<file path="src/rtl/rv32i_pkg.sv">
// Shared RV32I front-end definitions: opcodes, immediate-select codes, IF/ID entry layout.
// Entry carries the illegal flag only when IF_ID_ILLEGAL_CHECK_EN is defined.
package rv32i_pkg;

  localparam logic [6:0] OP_LUI    = 7'b0110111;
  localparam logic [6:0] OP_AUIPC  = 7'b0010111;
  localparam logic [6:0] OP_JAL    = 7'b1101111;
  localparam logic [6:0] OP_JALR   = 7'b1100111;
  localparam logic [6:0] OP_BRANCH = 7'b1100011;
  localparam logic [6:0] OP_LOAD   = 7'b0000011;
  localparam logic [6:0] OP_STORE  = 7'b0100011;
  localparam logic [6:0] OP_IMM    = 7'b0010011;
  localparam logic [6:0] OP_REG    = 7'b0110011;
  localparam logic [6:0] OP_FENCE  = 7'b0001111;
  localparam logic [6:0] OP_SYSTEM = 7'b1110011;

  localparam logic [31:0] RESET_INSTR = 32'h0000_0013;

  typedef enum logic [2:0] {
    IMM_S = 3'b000,
    IMM_I = 3'b001,
    IMM_J = 3'b010,
    IMM_B = 3'b011,
    IMM_U = 3'b100
  } imm_sel_t;

  typedef enum logic [1:0] {StEmpty, StOne, StFull} stage_state_t;

  typedef struct packed {
    logic [31:0] instr;
    logic [31:0] pc;
    imm_sel_t    imm_sel;
`ifdef IF_ID_ILLEGAL_CHECK_EN
    logic        illegal;
`endif
  } entry_t;

  function automatic entry_t reset_entry();
    entry_t e;
    e         = '0;
    e.instr   = RESET_INSTR;
    e.imm_sel = IMM_I;
    return e;
  endfunction

endpackage

</file>
<file path="src/rtl/imm_sel_decode.sv">
// Combinational opcode classifier: immediate-select code and, with
// IF_ID_ILLEGAL_CHECK_EN defined, an illegal-opcode flag.
module imm_sel_decode
  import rv32i_pkg::*;
(
  input  logic [6:0] opcode,
  output imm_sel_t   imm_sel
`ifdef IF_ID_ILLEGAL_CHECK_EN
  ,
  output logic       illegal
`endif
);

  always_comb begin
    imm_sel = IMM_I;
    case (opcode)
      OP_STORE:        imm_sel = IMM_S;
      OP_JAL:          imm_sel = IMM_J;
      OP_BRANCH:       imm_sel = IMM_B;
      OP_LUI, OP_AUIPC: imm_sel = IMM_U;
      default:         imm_sel = IMM_I;
    endcase
  end

`ifdef IF_ID_ILLEGAL_CHECK_EN
  // Every listed opcode ends in 2'b11, so compressed encodings fall to default.
  always_comb begin
    illegal = 1'b1;
    case (opcode)
      OP_REG, OP_IMM, OP_LOAD, OP_STORE, OP_BRANCH, OP_JAL, OP_JALR,
      OP_LUI, OP_AUIPC, OP_FENCE, OP_SYSTEM: illegal = 1'b0;
      default:                               illegal = 1'b1;
    endcase
  end
`endif

endmodule

</file>
<file path="src/rtl/if_id_stage.sv">
// IF/ID pipeline stage: two-entry skid buffer with capture-time imm_sel decode.
// Optional illegal-opcode flag enabled by defining IF_ID_ILLEGAL_CHECK_EN.
module if_id_stage
  import rv32i_pkg::*;
(
  input  logic        clk,
  input  logic        rst_n,
  input  logic        in_valid,
  output logic        in_ready,
  input  logic [31:0] in_instr,
  input  logic [31:0] in_pc,
  input  logic        flush,
  output logic        out_valid,
  input  logic        out_ready,
  output logic [31:0] out_instr,
  output logic [31:0] out_pc,
  output logic [2:0]  out_imm_sel,
  output logic        out_illegal
);

  stage_state_t state_q, state_d;
  entry_t       head_q, head_d, skid_q, skid_d, in_entry;
  imm_sel_t     in_imm_sel;
  logic         push, pop;

`ifdef IF_ID_ILLEGAL_CHECK_EN
  logic in_illegal;

  imm_sel_decode u_decode (
    .opcode  (in_instr[6:0]),
    .imm_sel (in_imm_sel),
    .illegal (in_illegal)
  );
`else
  imm_sel_decode u_decode (
    .opcode  (in_instr[6:0]),
    .imm_sel (in_imm_sel)
  );
`endif

  always_comb begin
    in_entry         = reset_entry();
    in_entry.instr   = in_instr;
    in_entry.pc      = in_pc;
    in_entry.imm_sel = in_imm_sel;
`ifdef IF_ID_ILLEGAL_CHECK_EN
    in_entry.illegal = in_illegal;
`endif
  end

  // Handshake flags depend on registered state only.
  assign in_ready  = (state_q != StFull);
  assign out_valid = (state_q != StEmpty);
  assign push      = in_valid & in_ready;
  assign pop       = out_valid & out_ready;

  always_comb begin
    state_d = state_q;
    head_d  = head_q;
    skid_d  = skid_q;
    if (flush) begin
      state_d = StEmpty;
      head_d  = reset_entry();
    end else begin
      unique case (state_q)
        StEmpty: begin
          if (push) begin
            head_d  = in_entry;
            state_d = StOne;
          end
        end
        StOne: begin
          if (push && pop) begin
            head_d = in_entry;
          end else if (push) begin
            skid_d  = in_entry;
            state_d = StFull;
          end else if (pop) begin
            state_d = StEmpty;
          end
        end
        StFull: begin
          if (pop) begin
            head_d  = skid_q;
            state_d = StOne;
          end
        end
        default: state_d = StEmpty;
      endcase
    end
  end

  always_ff @(posedge clk) begin
    if (!rst_n) begin
      state_q <= StEmpty;
      head_q  <= reset_entry();
      skid_q  <= reset_entry();
    end else begin
      state_q <= state_d;
      head_q  <= head_d;
      skid_q  <= skid_d;
    end
  end

  assign out_instr   = head_q.instr;
  assign out_pc      = head_q.pc;
  assign out_imm_sel = head_q.imm_sel;
`ifdef IF_ID_ILLEGAL_CHECK_EN
  assign out_illegal = head_q.illegal;
`else
  assign out_illegal = 1'b0;
`endif

endmodule

</file>
<file path="config.mk">
export PLATFORM = sky130hd
export DESIGN_NAME = if_id_stage
export DESIGN_NICKNAME = d
export VERILOG_FILES = /design/src/rtl/rv32i_pkg.sv /design/src/rtl/imm_sel_decode.sv /design/src/rtl/if_id_stage.sv
export SDC_FILE = /design/constraint.sdc
export NUM_CORES = 1
export LEC_CHECK = 0
export CAP_MARGIN = 20
export CORE_MARGIN = 2
export CORE_UTILIZATION = 30
export DETAILED_ROUTE_END_ITERATION = 10
export GPL_ROUTABILITY_DRIVEN = 0
export GPL_TIMING_DRIVEN = 0
export HOLD_SLACK_MARGIN = 0.03
export PLACE_DENSITY = 0.59
export SLEW_MARGIN = 20
export SYNTH_ARGS = -nofsm -noshare
export SYNTH_HDL_FRONTEND = slang
export SYNTH_SLANG_ARGS = --single-unit
</file>
<file path="constraint.sdc">
create_clock -name clk -period 1.75 [get_ports clk]
set_input_delay 0.35 -clock clk [delete_from_list [all_inputs] [get_ports clk]]
set_output_delay 0.35 -clock clk [all_outputs]
set_load 0.05 [all_outputs]
</file>
==> results of run 1 <==
[metal layers]
layer	wire (um)	vias up	part of all wire	global-route usage
met5	16	-	0.00096	0
met4	255	2	0.015	0.05895
met3	744	23	0.045	0.04336
met2	7850	122	0.47	0.2739
met1	7788	2439	0.47	0.2227
li1	-	2672	-	-
[layout make-up]
| cell class | count | area, um2 |
|---|---|---|
| repair buffers | 143 | 1339 |
| clock buffers | 19 | 452.9 |
| flip-flops and latches | 136 | 2728 |
| fillers | 1871 | 10110 |
| multi-input cells | 499 | 2565 |
| inverters | 2 | 10.01 |
| clock inverters | 13 | 176.4 |
| plain buffers | 58 | 354.1 |
| well taps | 229 | 286.5 |
[kinds of logic (layout without fill, tap and decap cells)]
kind of cell | after synthesis | count (layout) | synth area share
flip-flops | 136 | 136 | 0.4918
XOR/XNOR | 1 | 1 | 0.001582
other | 1 | 1 | 0.0006773
AND/OR/NAND/NOR | 355 | 355 | 0.2531
buffers and inverters | 62 | 235 | 0.05107
AO/OA/AOI/OAI | 142 | 142 | 0.2018
[power groups by stage]
| stage | Sequential (mW) | Clock, mW | Combinational [mW] |
|---|---|---|---|
| 2_1_floorplan | 3.53 | 0 | 0.298 |
| 3_3_place_gp | 3.30 | 0 | 0.970 |
| 3_5_place_dp | 3.30 | 0 | 0.971 |
| 4_1_cts | 3.23 | 3.88 | 0.937 |
| 5_1_grt | 3.23 | 3.98 | 1.02 |
| 6_report | 3.23 | 3.81 | 0.945 |
[what timing repair did]
item | 4_1_cts | 5_1_grt
setup buffers | 0 | 6
endpoints found under the setup margin | 188 | 130
pin swaps | 0 | 1
cloned | 0 | 0
gates resized for setup | 104 | 40
[final timing paths]
check                               start                    endpoint  cells after the start
setup / recovery  state_q[1]$_SDFFE_PP0P_                    in_ready                      5
hold / removal    skid_q[60]$_SDFFE_PN0P_     skid_q[60]$_SDFFE_PN0P_                      2
setup reg to reg  state_q[1]$_SDFFE_PP0P_  out_instr[24]$_SDFFE_PP0P_                      6
hold reg to reg   skid_q[60]$_SDFFE_PN0P_     skid_q[60]$_SDFFE_PN0P_                      2
[flip-flops by register name, indices dropped and copies added (netlist names)]
signal / count
skid_q: 67
out_instr: 32
out_pc: 32
out_imm_sel: 3
state_q: 2
[tightest hold or removal path: cells and delay by family, from the launching register on]
kind | cells | cell delay, ps
flops | 1 | 310
compound gates | 1 | 50
simple gates | 1 | 50
[cells in the final DEF (no fill, tap or decap), drive strengths merged, types with 4 or more instances in the layout]
master and n:
a311oi 61, clkdlybuf4s50 68, nor2b 4, buf 39, a21boi 63, clkinv 6, and3 4, dfxtp 136
bufinv 4, nand2 264, o21ai 8, dlygate4sd2 67, clkbuf 46, a21oi 4, nor2 66
==> load_flow_metrics.sql, run 1 <==
INSERT INTO impl_metrics (metric_group, metric, value, unit) VALUES
('critical_path', 'crit_slowest_cell', 'sky130_fd_sc_hd__dfxtp_4', ''),
('route', 'drt_drc_violations_left', '0', ''),
('clock_network', 'clock_latency', '420', 'ps'),
('route', 'drt_iter0_drc', '194', ''),
('yosys', 'netlist.area_leader.share', '0.4918', ''),
('sta', 'grt_setup_unrepaired', 'yes', ''),
('sta', 'final.period_utilization', '1.005', ''),
('power', 'vdd.ir_drop.worst', '648.4', 'uV'),
('sta', 'final.setup.tns', '-8.233', 'ps'),
('clock_network', 'clkTransAtPathRegs', '60', 'ps'),
('global_route', 'grt_pass1_vias', '5009', ''),
('hold_path', 'hold_path_class', 'reg -> reg', ''),
('global_route', 'grt_max_degree', '17', ''),
('sta', 'timing.clock.skew', '7.348', 'ps'),
('clock_network', 'clk_path_buf_depth', '2', ''),
('placement', 'preCtsSetupSlack', '-676.3', 'ps'),
('yosys', 'synthesis.area', '0.005537', 'mm2'),
('critical_path', 'critical_path.most_common_cell', 'sky130_fd_sc_hd__buf_8', ''),
('sta', 'setup_ws', '-8.233', 'ps'),
('status', 'status', 'finished, violations left', ''),
('critical_path', 'worst_setup_path_start_kind', 'flip-flop', ''),
('layout', 'antenna_cells', '0', ''),
('floorplanning', 'die_w', '139.9', 'um'),
('sta', 'worst-slew-pin-transition', '574.3', 'ps'),
('global_route', 'grt.total_usage', '0.1704', ''),
('sta', 'hold_viol', '0', ''),
('critical_path', 'worst-path-buf-inv', '4', ''),
('global_route', 'number_of_antenna_violations_at_the_first_check_in_global_routing', '1', ''),
('power', 'powerDensity', '1009', 'mW/mm2'),
('sta', 'timing.hold.ws', '452.4', 'ps'),
('yosys', 'synth.ff_latch_count', '136', ''),
('floorplanning', 'core_area', '0.01802', 'mm2'),
('critical_path', 'timing.critical_path.max_delay_family', 'buffers and inverters', ''),
('power', 'intPower', '5.986', 'mW'),
('placement', 'post-place-cells', '1063', ''),
('yosys', 'number_of_enable_type_register_cells_in_the_synthesized_netlist', '0', ''),
('placement', 'placed_cell_area', '0.007194', 'mm2'),
('critical_path', 'critPathCaptureType', 'output port', ''),
('yosys', 'synth_largest_area_cell', 'sky130_fd_sc_hd__dfxtp_1', ''),
('floorplanning', 'rows', '49', ''),
('critical_path', 'cp_max_fo', '8', ''),
('power', 'power_leakage', '3.249', 'nW'),
('yosys', 'asyncSetResetFlopFracSynth', '0', ''),
('clock_network', 'cts_tree', 'yes', ''),
('status', 'violations', 'setup timing', ''),
('yosys', 'yosysSeqAreaShare', '0.4918', ''),
('yosys', 'synthCells', '697', ''),
('sta', 'setup_viol_count_final', '1', ''),
('route', 'detailroute.via_count', '5258', ''),
('layout', 'final_cell_count_no_fill', '1099', ''),
('layout', 'layout-drive-gt1-share', '0.1092', ''),
('power', 'power.share.sequential', '0.404', ''),
('yosys', 'synth_warnings', '0', ''),
('critical_path', 'timing_worst_setup_path_type', 'reg -> out', ''),
('yosys', 'mappedNetlistNets', '766', ''),
('floorplanning', 'die_area', '0.01956', 'mm2'),
('floorplanning', 'die_h', '139.9', 'um'),
('power', 'netSwitchingPower', '1.994', 'mW'),
('route', 'detailedRoute.firstPassIterationCount', '4', ''),
('floorplanning', 'initial_utilization', '0.3072', ''),
('route', 'antenna_violating_nets_post_route', '0', ''),
('sta', 'final_max_slew_viol_count', '0', ''),
('sta', 'headroom_to_the_max_slew_limit', '0.6187', ''),
('yosys', 'post_synth_main_area_contributors', 'sky130_fd_sc_hd__dfxtp_1 49%, sky130_fd_sc_hd__nand2_1 18%, sky130_fd_sc_hd__a311oi_1 9.6%', ''),
('critical_path', 'cp_data_arrival_time', '1410', 'ps'),
('yosys', 'synth-main-ff-cell', 'sky130_fd_sc_hd__dfxtp_1', ''),
('yosys', 'synth_commonest_cells', '264 x sky130_fd_sc_hd__nand2_1, 136 x sky130_fd_sc_hd__dfxtp_1, 66 x sky130_fd_sc_hd__nor2_1', ''),
('placement', 'place_hpwl', '11.53', 'mm'),
('route', 'vias_per_cell', '4.784', ''),
('power', 'finalPower', '7.980', 'mW'),
('critical_path', 'path_cells', 'nor2b_1 > buf_4 > inv_4 > buf_8 > buf_8', '');
Power figures use the tool's default switching activity.
==> run 2, diff against run 1 <==
--- a/config.mk
+++ b/config.mk
@@ -13,6 +13,7 @@
 export GPL_TIMING_DRIVEN = 0
 export HOLD_SLACK_MARGIN = 0.03
 export PLACE_DENSITY = 0.59
+export SKIP_LAST_GASP = 1
 export SLEW_MARGIN = 20
 export SYNTH_ARGS = -nofsm -noshare
 export SYNTH_HDL_FRONTEND = slang
==> run 2 against run 1 <==
Against the previous run:
- the flow still finishes with violations (setup timing)
- hold slack is essentially flat
- design area is essentially flat
- non-clock buffer count is the same
- largest power group unchanged
- first-iteration DRC count grew 6.2%
- die area is the same
- largest cell class unchanged
==> load_flow_metrics.sql, run 2 (synthesis gave the netlist of run 1 again) <==
INSERT INTO impl_metrics (metric_group, metric, value, unit) VALUES
('critical_path', 'required', '1400', 'ps'),
('power', 'vdd.ir_drop.worst', '644.3', 'uV'),
('global_route', 'grt_max_degree', '17', ''),
('placement', 'placed_cell_area', '0.007194', 'mm2'),
('global_route', 'grt_overflow', '0', ''),
('sta', 'worst-slew-pin-transition', '575.6', 'ps'),
('global_route', 'number_of_antenna_violations_at_the_first_check_in_global_routing', '1', ''),
('run', 'cap_viol_max_count', '0', ''),
('floorplanning', 'rows', '49', ''),
('sta', 'setup_viol_count_final', '1', ''),
('route', 'detailedRoute.firstPassIterationCount', '5', ''),
('route', 'antenna_violating_nets_post_route', '0', ''),
('clock_network', 'numClockSinks', '136', ''),
('route', 'drt_drc_violations_left', '0', ''),
('clock_network', 'cts.htree.levels', '4', ''),
('clock_network', 'clock_latency', '420', 'ps'),
('layout', 'largest-register', 'skid_q', ''),
('floorplanning', 'die_w', '139.9', 'um'),
('layout', 'layout_commonest_cell', 'sky130_fd_sc_hd__nand2_1', ''),
('layout', 'layout.nets', '926', ''),
('sta', 'timing.hold.ws', '452.4', 'ps'),
('layout', 'syn_to_final_growth', '42.76', '%'),
('status', 'violations', 'setup timing', ''),
('layout', 'layout.cells.most_common_list', '264 x sky130_fd_sc_hd__nand2_1, 134 x sky130_fd_sc_hd__dfxtp_1, 68 x sky130_fd_sc_hd__clkdlybuf4s50_1', ''),
('sta', 'grt_setup_unrepaired', 'yes', ''),
('global_route', 'grt_pass1_vias', '5003', ''),
('sta', 'final_max_slew_viol_count', '0', ''),
('sta', 'headroom_to_the_max_slew_limit', '0.6178', ''),
('clock_network', 'cts_tree', 'yes', ''),
('critical_path', 'ff2ff_setup_slack', '100', 'ps'),
('critical_path', 'timing_worst_setup_path_type', 'reg -> out', ''),
('critical_path', 'cp_max_fo', '8', ''),
('route', 'detailroute.via_count', '5240', ''),
('route', 'drt_iter0_drc', '206', ''),
('clock_network', 'clkTransAtPathRegs', '60', 'ps'),
('clock_network', 'clk_path_buf_depth', '2', ''),
('status', 'status', 'finished, violations left', ''),
('layout', 'postLayoutCellArea', '0.007904', 'mm2'),
('critical_path', 'worst_setup_path_start_kind', 'flip-flop', ''),
('critical_path', 'cp_data_arrival_time', '1410', 'ps'),
('sta', 'timing.clock.skew', '5.453', 'ps'),
('route', 'wirelength_routed', '16.61', 'mm'),
('sta', 'setup_ws', '-7.901', 'ps'),
('floorplanning', 'die_area', '0.01956', 'mm2'),
('power', 'power_leakage', '3.245', 'nW'),
('layout', 'layout-drive-gt1-share', '0.1080', ''),
('floorplanning', 'pin_count', '139', ''),
('route', 'wl_per_cell', '15.12', 'um'),
('sta', 'hold_viol', '0', ''),
('clock_network', 'cts.root.buffer_cell', 'sky130_fd_sc_hd__clkbuf_16', ''),
('hold_path', 'hold_path_class', 'reg -> reg', ''),
('floorplanning', 'core_area', '0.01802', 'mm2'),
('global_route', 'grt.total_usage', '0.1702', ''),
('placement', 'port_buffer_count', '137', ''),
('route', 'vias_per_cell', '4.768', ''),
('placement', 'place_hpwl', '11.53', 'mm'),
('sta', 'finalWorstPathRequiredPeriod', '1758', 'ps'),
('power', 'powerDensity', '1009', 'mW/mm2'),
('sta', 'clock.fmax', '568.9', 'MHz'),
('floorplanning', 'initial_utilization', '0.3072', ''),
('floorplanning', 'die_h', '139.9', 'um'),
('critical_path', 'critPathCaptureType', 'output port', ''),
('layout', 'flip_flop_count_of_the_largest_register_all_copies_and_words_added', '67', ''),
('clock_network', 'tritoncts.num_buffers', '17', ''),
('sta', 'final.period_utilization', '1.005', ''),
('global_route', 'global_route_wire_length_before_repair', '26.34', 'mm'),
('layout', 'antenna_cells', '0', '');
run 2: changes by cell type in the layout (fill, tap and decap cells not counted):
cell / change
sky130_fd_sc_hd__clkbuf_1: +1
sky130_fd_sc_hd__clkbuf_4: -1
sky130_fd_sc_hd__buf_6: -1
sky130_fd_sc_hd__clkbuf_2: -1
sky130_fd_sc_hd__buf_4: +1
sky130_fd_sc_hd__buf_2: +1
run 2: layer usage:
metal,share of wire,track usage
met3,0.045,0.04336
met2,0.47,0.2739
met5,0.00096,0
met1,0.47,0.2222
met4,0.016,0.05895
run 2: stage by stage:
stage          TNS [ps]    util  setup slack (ps)  cells  power (mW)
2_1_floorplan         0       -             23.76    697       3.830
4_1_cts           -2993  0.4316            -210.8   1094       8.040
5_1_grt          -234.8  0.4385            -55.95   1099       8.235
3_5_place_dp     -75700  0.3991            -676.3   1063       4.268
3_3_place_gp     -72370  0.3991            -711.1   1063       4.266
6_report         -7.901  0.4385            -7.901   1099       7.972
run 2: power by group:
group / internal, mW / switching [mW] / total, mW / leakage, nW
combinational: 0.356 / 0.587 / 0.943 / 1.83
clock: 2.45 / 1.36 / 3.80 / 0.305
sequential: 3.18 / 0.0439 / 3.23 / 1.11
total: 5.98 / 1.99 / 7.97 / 3.24
run 2: worst paths after layout:
kind	startpoint	endpoint	cells past startpoint
max	state_q[1]$_SDFFE_PP0P_	in_ready	5
max reg2reg	state_q[1]$_SDFFE_PP0P_	out_pc[7]$_SDFFE_PP0P_	7
min	skid_q[65]$_SDFFE_PN0P_	skid_q[65]$_SDFFE_PN0P_	2
min reg2reg	skid_q[65]$_SDFFE_PN0P_	skid_q[65]$_SDFFE_PN0P_	2
run 2: cell type report:
type                    count  area, um2
fillers                  1873      10120
multi-input cells         499       2565
flip-flops and latches    136       2728
well taps                 229      286.5
repair buffers            143       1335
inverters                   2      10.01
clock buffers              19      452.9
plain buffers              58      350.3
clock inverters            13      176.4
run 2: timing repair:
action	4_1_cts	5_1_grt
pin swaps	0	1
hold buffers	0	0
endpoints found under the setup margin	188	130
setup buffers	0	6
gates resized for setup	100	42
run 2: critical path, stage by stage (launching register included):
cell and delay (ps):
sky130_fd_sc_hd__dfxtp_4 360, sky130_fd_sc_hd__nor2b_1 130, sky130_fd_sc_hd__buf_4 170, sky130_fd_sc_hd__inv_4 50, sky130_fd_sc_hd__buf_8 130, sky130_fd_sc_hd__buf_8 140
==> run 3, diff against run 2 <==
--- a/config.mk
+++ b/config.mk
@@ -7,12 +7,11 @@
 export LEC_CHECK = 0
 export CAP_MARGIN = 20
 export CORE_MARGIN = 2
-export CORE_UTILIZATION = 30
+export CORE_UTILIZATION = 40
 export DETAILED_ROUTE_END_ITERATION = 10
-export GPL_ROUTABILITY_DRIVEN = 0
 export GPL_TIMING_DRIVEN = 0
 export HOLD_SLACK_MARGIN = 0.03
-export PLACE_DENSITY = 0.59
+export PLACE_DENSITY = 0.73
 export SKIP_LAST_GASP = 1
 export SLEW_MARGIN = 20
 export SYNTH_ARGS = -nofsm -noshare
==> run 3 against run 2 <==
Against the previous run:
- global-route usage increased by 4.8 points
- utilization is 14 points higher
- die area down 24%
- register-to-register slack lost 20 ps
- hold slack worse by 210 ps
- the run still ends with setup timing left
- combinational power down 0.8%
- clock power shrank 15%
- power down 7.2%
- largest cell class unchanged
- sequential share of layout area is 0.60 points higher
- wire length fell by 6.1%
- sequential cell count unchanged
==> load_flow_metrics.sql, run 3 (synthesis gave the netlist of run 1 again) <==
INSERT INTO impl_metrics (metric_group, metric, value, unit) VALUES
('status', 'status', 'finished, violations left', ''),
('status', 'violations', 'setup timing', ''),
('sta', 'grt_setup_unrepaired', 'yes', ''),
('power', 'power_leakage', '3.217', 'nW'),
('placement', 'port_buffer_count', '137', ''),
('global_route', 'grt_max_degree', '17', ''),
('layout', 'layout.cells.most_common_list', '264 x sky130_fd_sc_hd__nand2_1, 134 x sky130_fd_sc_hd__dfxtp_1, 67 x sky130_fd_sc_hd__clkdlybuf4s50_1, 67 x sky130_fd_sc_hd__dlygate4sd2_1, 66 x sky130_fd_sc_hd__nor2_1', ''),
('floorplanning', 'die_w', '121.7', 'um'),
('route', 'drt_iter0_drc', '386', ''),
('floorplanning', 'core_area', '0.01340', 'mm2'),
('route', 'detailroute.via_count', '5261', ''),
('global_route', 'grt.total_usage', '0.2183', ''),
('layout', 'largest-register', 'skid_q', ''),
('route', 'vias_per_cell', '5.030', ''),
('global_route', 'number_of_antenna_violations_at_the_first_check_in_global_routing', '0', ''),
('floorplanning', 'die_area', '0.01480', 'mm2'),
('placement', 'place_hpwl', '10.44', 'mm'),
('clock_network', 'cts.htree.levels', '4', ''),
('sta', 'hold_viol', '0', ''),
('critical_path', 'worst_setup_path_start_kind', 'flip-flop', ''),
('sta', 'clock.fmax', '565.8', 'MHz'),
('sta', 'final.period_utilization', '1.010', ''),
('placement', 'post-place-cells', '1010', ''),
('layout', 'syn_to_final_growth', '40.32', '%'),
('layout', 'final.fill_count', '1300', ''),
('layout', 'layout-drive-gt1-share', '0.09310', ''),
('global_route', 'global_route_wire_length_before_repair', '25.16', 'mm'),
('sta', 'timing.clock.skew', '4.000', 'ps'),
('route', 'wl_per_cell', '14.91', 'um'),
('sta', 'worst-slew-pin-transition', '574.1', 'ps'),
('floorplanning', 'die_h', '121.7', 'um'),
('layout', 'layout.nets', '928', ''),
('power', 'powerDensity', '952.7', 'mW/mm2'),
('critical_path', 'required', '1400', 'ps'),
('clock_network', 'cts.root.buffer_cell', 'sky130_fd_sc_hd__clkbuf_16', ''),
('layout', 'layout_commonest_cell', 'sky130_fd_sc_hd__nand2_1', ''),
('critical_path', 'timing_worst_setup_path_type', 'reg -> out', ''),
('sta', 'setup_viol_count_final', '1', ''),
('clock_network', 'clock_latency', '420', 'ps'),
('power', 'finalPower', '7.401', 'mW'),
('sta', 'finalWorstPathRequiredPeriod', '1767', 'ps'),
('clock_network', 'clkTransAtPathRegs', '50', 'ps'),
('layout', 'antenna_cells', '0', ''),
('floorplanning', 'rows', '42', ''),
('critical_path', 'cp_max_fo', '6', ''),
('run', 'cap_viol_max_count', '0', ''),
('critical_path', 'cp_data_arrival_time', '1420', 'ps'),
('hold_path', 'hold_path_class', 'in -> reg', ''),
('placement', 'finalWeightedCongestion', '0.7817', ''),
('sta', 'timing.hold.ws', '240.1', 'ps'),
('clock_network', 'clk_path_buf_depth', '2', ''),
('floorplanning', 'pin_count', '139', ''),
('layout', 'final_core_util', '0.5797', ''),
('sta', 'final_max_slew_viol_count', '0', ''),
('floorplanning', 'initial_utilization', '0.4132', ''),
('power', 'vdd.ir_drop.worst', '575.5', 'uV'),
('sta', 'setup_ws', '-17.40', 'ps'),
('route', 'antenna_violating_nets_post_route', '0', ''),
('layout', 'multi_input_comb_area', '0.002566', 'mm2'),
('sta', 'headroom_to_the_max_slew_limit', '0.6188', ''),
('route', 'detailedRoute.firstPassIterationCount', '5', ''),
('global_route', 'grt_overflow', '0', ''),
('clock_network', 'tritoncts.num_buffers', '17', ''),
('layout', 'regArea', '0.002728', 'mm2'),
('layout', 'final_cell_count_no_fill', '1046', ''),
('clock_network', 'cts_tree', 'yes', ''),
('global_route', 'grt_pass1_vias', '4966', ''),
('layout', 'flip_flop_count_of_the_largest_register_all_copies_and_words_added', '67', ''),
('route', 'wirelength_routed', '15.60', 'mm'),
('clock_network', 'numClockSinks', '136', ''),
('route', 'drt_drc_violations_left', '0', ''),
('critical_path', 'critPathCaptureType', 'output port', '');
[run 3: power by group]
group          switching, mW  total (mW)  internal (mW)
Combinational          0.580       0.935          0.355
Clock                   1.23        3.24           2.00
Sequential            0.0452        3.23           3.18
Total                   1.86        7.40           5.54
[run 3: worst paths after layout]
path | cells past startpoint | from | to | slack [ps]
setup reg to reg | 6 | state_q[1]$_SDFFE_PP0P_ | out_pc[3]$_SDFFE_PP0P_ | 80
setup / recovery | 5 | state_q[1]$_SDFFE_PP0P_ | in_ready | -20
hold / removal | 2 | out_ready | state_q[1]$_SDFFE_PP0P_ | 240
hold reg to reg | 2 | skid_q[32]$_SDFFE_PN0P_ | skid_q[32]$_SDFFE_PN0P_ | 450
[run 3: metrics by stage]
stage               worst slack [ps]  TNS [ps]  area (um2)
floorplan                      23.76         0        5537
global placement              -686.8    -65160        7128
detailed placement            -694.3    -66270        7128
CTS                           -198.1     -2987        7610
global route                  -69.10    -159.0        7769
finish                        -17.40    -17.40        7769
[run 3: final cells by class]
type | count | area share
inverters | 2 | 0.001933
clock buffers | 26 | 0.06168
flip-flops and latches | 136 | 0.3511
multi-input cells | 499 | 0.3303
repair buffers | 145 | 0.1760
plain buffers | 58 | 0.04477
clock inverters | 4 | 0.005798
well taps | 176 | 0.02835
[run 3: what timing repair did]
item / in CTS / in global routing
hold buffers: 0 / 0
setup buffers: 0 / 7
gates cloned: 0 / 1
gates resized for setup: 96 / 40
endpoints found under the setup margin: 164 / 131
[run 3: per-layer routing]
| metal | wire (um) | global-route usage | up-vias |
|---|---|---|---|
| met1 | 7258 | 0.2939 | 2420 |
| met2 | 7113 | 0.3423 | 140 |
| met5 | 0 | 0 | - |
| li1 | - | - | 2680 |
| met3 | 958 | 0.06414 | 21 |
| met4 | 265 | 0.06034 | 0 |
[run 3: critical path: stages (launching register included)]
cell,delay (ps)
sky130_fd_sc_hd__dfxtp_4,380
sky130_fd_sc_hd__nor2b_4,160
sky130_fd_sc_hd__buf_6,150
sky130_fd_sc_hd__inv_8,50
sky130_fd_sc_hd__buf_8,130
sky130_fd_sc_hd__buf_8,140
